===== config.mk =====
export PLATFORM = sky130hd
export DESIGN_NAME = serial_bit_feeder
export DESIGN_NICKNAME = d
export VERILOG_FILES = /design/src/rtl/serial_bit_feeder.sv
export SDC_FILE = /design/constraint.sdc
export NUM_CORES = 1
export LEC_CHECK = 0
export ABC_AREA = 1
export BUFFER_PORTS_ARGS = -buffer_cell sky130_fd_sc_hd__buf_2
export CAP_MARGIN = 5
export CELL_PAD_IN_SITES_DETAIL_PLACEMENT = 1
export CELL_PAD_IN_SITES_GLOBAL_PLACEMENT = 2
export CORE_ASPECT_RATIO = 1.5
export CORE_MARGIN = 2
export CORE_UTILIZATION = 33
export DETAILED_ROUTE_END_ITERATION = 7
export GPL_ROUTABILITY_DRIVEN = 0
export PLACE_DENSITY = 0.86
export SLEW_MARGIN = 20
export SYNTH_ARGS = -nofsm -noshare
export SYNTH_HDL_FRONTEND = slang
export SYNTH_SLANG_ARGS = --single-unit
export TNS_END_PERCENT = 1

===== constraint.sdc =====
create_clock -name clock -period 3.4 [get_ports clock]
set_input_delay 0.51 -clock clock [delete_from_list [all_inputs] [get_ports clock]]
set_output_delay 0.51 -clock clock [all_outputs]
set_load 0.005 [all_outputs]

===== src/rtl/serial_bit_feeder.sv =====
// rtl/serial_bit_feeder.sv - word-to-bit serializer with holding register and shift register
// Optional even-parity bit after each word: define SERIAL_FEEDER_PARITY_EN.
module serial_bit_feeder #(
    parameter int WIDTH     = 8,
    parameter bit MSB_FIRST = 1'b1
) (
    input  logic             clock,
    input  logic             reset,
    input  logic [WIDTH-1:0] data_in,
    input  logic             data_valid,
    output logic             data_ready,
    output logic             sequence_out,
    output logic             bit_valid,
    output logic             word_done,
    output logic             busy
);
`ifdef SERIAL_FEEDER_PARITY_EN
    localparam int FRAME = WIDTH + 1;
`else
    localparam int FRAME = WIDTH;
`endif
    localparam int CW = $clog2(WIDTH + 2);
    localparam logic [CW-1:0] LAST_CNT = CW'(FRAME - 1);

    typedef enum logic {IDLE = 1'b0, SHIFT = 1'b1} state_t;

    state_t           state_q;
    logic [WIDTH-1:0] hold_q;
    logic             hold_full_q;
    logic [WIDTH-1:0] sr_q;
    logic [WIDTH-1:0] sr_d;
    logic [CW-1:0]    cnt_q;
    logic [CW-1:0]    cnt_d;
    logic             last_bit;
    logic             accept;
    logic             load;
    logic             sr_bit;
    logic             tx_bit;
`ifdef SERIAL_FEEDER_PARITY_EN
    logic             par_q;
`endif

    assign last_bit = (state_q == SHIFT) && (cnt_q == LAST_CNT);
    assign accept   = data_valid && data_ready;
    // hold drains either from IDLE or straight into the shifter on the last bit (gapless)
    assign load     = hold_full_q && ((state_q == IDLE) || last_bit);
    assign cnt_d    = cnt_q + CW'(1);
    assign sr_d     = MSB_FIRST ? {sr_q[WIDTH-2:0], 1'b0} : {1'b0, sr_q[WIDTH-1:1]};
    assign sr_bit   = MSB_FIRST ? sr_q[WIDTH-1] : sr_q[0];

`ifdef SERIAL_FEEDER_PARITY_EN
    assign tx_bit = (cnt_q == CW'(WIDTH)) ? par_q : sr_bit;
`else
    assign tx_bit = sr_bit;
`endif

    always_ff @(posedge clock) begin
        if (reset) begin
            state_q     <= IDLE;
            hold_q      <= '0;
            hold_full_q <= 1'b0;
            sr_q        <= '0;
            cnt_q       <= '0;
`ifdef SERIAL_FEEDER_PARITY_EN
            par_q       <= 1'b0;
`endif
        end else begin
            // accept and load are exclusive: accept needs an empty hold, load a full one
            if (accept) begin
                hold_q      <= data_in;
                hold_full_q <= 1'b1;
            end
            if (load) begin
                sr_q        <= hold_q;
                hold_full_q <= 1'b0;
                cnt_q       <= '0;
                state_q     <= SHIFT;
`ifdef SERIAL_FEEDER_PARITY_EN
                par_q       <= ^hold_q;
`endif
            end else if (state_q == SHIFT) begin
                if (last_bit) begin
                    state_q <= IDLE;
                end else begin
                    cnt_q <= cnt_d;
                    sr_q  <= sr_d;
                end
            end
        end
    end

    assign data_ready   = !hold_full_q && !reset;
    assign bit_valid    = (state_q == SHIFT);
    assign word_done    = last_bit;
    assign sequence_out = bit_valid && tx_bit;
    assign busy         = bit_valid || hold_full_q;

endmodule


Word-level counts from Yosys, hierarchy flattened
Cells that the tools add are included.
Word-level totals
  flip-flop bits (word level): 22
  input port bits: 11
  output and inout port bits: 5
  word-level logic and storage cells: 29
Cells by class
  add/subtract/negate cells: 1
  equal/unequal tests: 2
  multiplexer cells: 6
  bitwise operators: 2
  reductions and logical operators: 13
Operators with widths (number)
  $mux W8: 3
  $logic_and A1 B1 Y1: 5
  $add A4 B1 Y4 const B: 1
  $eq A4 B3 Y1 const B: 1
  $reduce_and A2 Y1: 2
  $mux W1: 3
  $logic_not A1 Y1: 2
  $logic_or A1 B1 Y1: 2
  $ne A2 B1 Y1 const B: 1
  $not A1 Y1: 2
  $reduce_bool A2 Y1: 1
  $reduce_or A2 Y1: 1

Logic depth before layout (Yosys ltp)
  word-level depth: 6
  gate-level depth with buffers: 8
  gate-level depth less buffers: 7

Worst setup path after synthesis
OpenSTA, ideal clock, no wires.
  path type: register to output
  start point: register cnt_q[0]
  end point: output word_done
  data arrival time: 0.826 ns
  data required time: 2.890 ns
  setup slack: 2.064 ns
  stages on the path, launching flop included: 4
  buffers on the path: 0
  cells stage by stage: dfxtp_1 > ha_1 > nand3_4 > nor2_1
Between the ends
  word-level cells in the longest chain between the ends: 2
Ends and longest elaborated chain
  start: declaration: RTL line 32  | logic [CW-1:0] cnt_q;
  start signal: assignment: RTL line 85  | cnt_q <= cnt_d;
  $eq A4 B3 Y1: RTL line 43  | assign last_bit = (state_q == SHIFT) && (cnt_q == LAST_CNT);
  $logic_and A1 B1 Y1: RTL line 43
  end: declaration: RTL line 14  | output logic word_done,
No other way between the ends.

Final worst setup path
Same ends and word-level chain as after synthesis.

==> results.yml <==
outcome:
  status: "finished clean"
setup_path:
  worstPathMaxFanout: 9
  worstPathRequired_ns: 2.89
  setup.worst_path.start_class: "register"
  crit_arrival_ns: 1.32
  crit_path_end_kind: "primary output"
  path_class: "reg2out"
final_layout:
  area_growth_pct: 11.8
  num-nets-final: 157
  n_antenna_cell: 0
  drive_above_1_share_pct: 18.1
  fin_area_sq_um: 1120
sta:
  period_share_pct: 53.7
  fmax_mhz: 547
  rsz0062_at_grt: "no"
  fin_skew_ns: 0.00371
  setup_viol: 0
  finalCriticalPeriod_ns: 1.83
  setup_ws_ns: 1.57
  worst_slew_pin_slew_ns: 0.531
  final-hold-violation-count: 0
  final_max_slew_viol_count: 0
  relSlewSlack_pct: 64.5
  finalSetupTns_ns: 0
detailed_routing:
  drc: 0
  drtPass1Iterations: 4
  route.final.wire_length_mm: 2.19
  vias_per_cell: 4.77
  vias: 873
  avgRoutedWirePerCell_microns: 11.9
  drt_iter0_markers: 23
  ant_nets: 0
floorplanning:
  die_h_microns: 71.5
  initial_core_util_pct: 34.5
  dieArea_sq_um: 3510
  fp.dieW_microns: 49.0
  core_area_sq_um: 2910
  rows: 24
  ios: 16
synth:
  synth_warnings: 0
  synthTopCellsByArea: "dfxtp_1, nand3_1, nand2_1, inv_1, o21ai_0"
  synth_area_sq_um: 1000
  yosys-top-cells-count: "nand2_1, nand3_1, dfxtp_1"
  seq_area_frac_synth_pct: 43.9
  synthesis.nets: 143
  synth_top_area_share_pct: 43.9
  async_reset_ff_share_pct: 0
  synthDistinctLibCells: 22
  synthFlopType: "dfxtp_1"
  synth-seq-cells: 22
  synth_most_common_cell: "nand2_1"
  syn_inst: 131
  synth_edf_count: 0
  yosys.area.top_type: "dfxtp_1"
  avgSynthCellArea_sq_um: 7.66
global_routing:
  grt_usage_pct: 14.3
  antenna_found_initial: 0
  overflow: 0
  grt_max_degree: 23
  grt_pass1_vias: 895
  grt_pass1_wl_mm: 3.89
worst_hold_path:
  hold_class: "in2reg"
placement:
  port_buffers: 15
  dp_hpwl_mm: 1.56
  postPlaceCellArea_sq_um: 1070
  dp_slack_ns: 1.77
clocking:
  cts_resized: 0
  clockBufferDepth: 2
  post_cts_buffers: 0
  postCtsHoldBufs: 0
  root_buffer: "clkbuf_8"
  htree_num_levels: 1
  path_clk_slew_ns: 0.08
  cts_tree: "yes"
  cts_buffers: 3
  clock_latency_ns: 0.26
  clock-sinks: 22
job:
  max_cap_violations: 0
power:
  power.static_leakage_nw: 0.518
  peakVddDrop_uv: 294
  power_density_nw_per_um2: 470
## where the power goes
group	total (mW)	internal (mW)	switching, mW	leakage (nW)
sequential	0.286	0.271	0.0152	0.180
combinational	0.0524	0.0197	0.0328	0.310
clock	0.189	0.103	0.0854	0.0288
## layout by cell type (no fill, tap or decap)
master and instances:
inv_1 13, clkinv_1 1, nand3_4 1, nand3_1 29
dfxtp_1 22, inv_2 1, o21ai_2 1, nand2_4 1
nand3_2 1, nor2_1 4, ha_1 1, nor3_4 1
clkbuf_8 4, nor3b_1 1, nand4_1 1, or2_2 1
buf_2 15, a21oi_1 5, nand2_1 32, o21ai_0 9
## cell families after synthesis
family                   share of synthesized area [%]
AO/OA/AOI/OAI                                     7.85
flip-flops                                        43.9
AND/OR/NAND/NOR                                   35.4
adder cells (fa/ha/maj)                           1.25
buffers and inverters                             11.6
## state kept, by name, indices dropped and copies added (netlist names)
register,cells
bit_valid,1
cnt_q,4
hold_full_q,1
hold_q,8
sr_q,8
## final timing paths
path | cells past startpoint | slack, ns | to | startpoint
hold / removal | 3 | 0.44 | hold_q[4]$_SDFFE_PP0P_ | data_in[4]
setup / recovery | 4 | 1.57 | word_done | cnt_q[0]$_SDFFE_PP0P_
setup reg to reg | 6 | 1.80 | cnt_q[2]$_SDFFE_PP0P_ | cnt_q[0]$_SDFFE_PP0P_
hold reg to reg | 2 | 0.47 | sr_q[0]$_SDFFE_PP0P_ | hold_q[0]$_SDFFE_PP0P_
## per-layer routing
metal	up-vias	GRT usage [%]	part of all wire [%]	routed length [microns]
li1	450	-	-	-
met1	402	16.7	43	933
met2	16	25.0	52	1140
met3	5	1.88	2.4	52
met4	0	8.57	2.6	56
met5	-	0	0	0
## cell type report
cell class / count / area (sq um)
sequential: 22 / 440
clock buffer: 4 / 55.1
tap: 39 / 48.8
multi-input combinational: 88 / 447
timing repair buffer: 15 / 75.1
inverter: 15 / 56.3
fill: 394 / 1790
## critical path, cell delays in order (launching register included)
cell and delay, ns:
dfxtp_1 0.39, ha_1 0.27, nand3_4 0.17, nor2_1 0.11
buf_2 0.12
## stage by stage
step                hold WS [ns]  std cells  utilization [%]  power [mW]
global route               0.469        183             38.5       0.556
finish                     0.439        183             38.5       0.527
global placement           0.458        179             36.6       0.343
detailed placement         0.470        179             36.6       0.345
CTS                        0.437        183             38.5       0.532
floorplan                  0.448        131                -       0.333
Power figures use the tool's default switching activity.
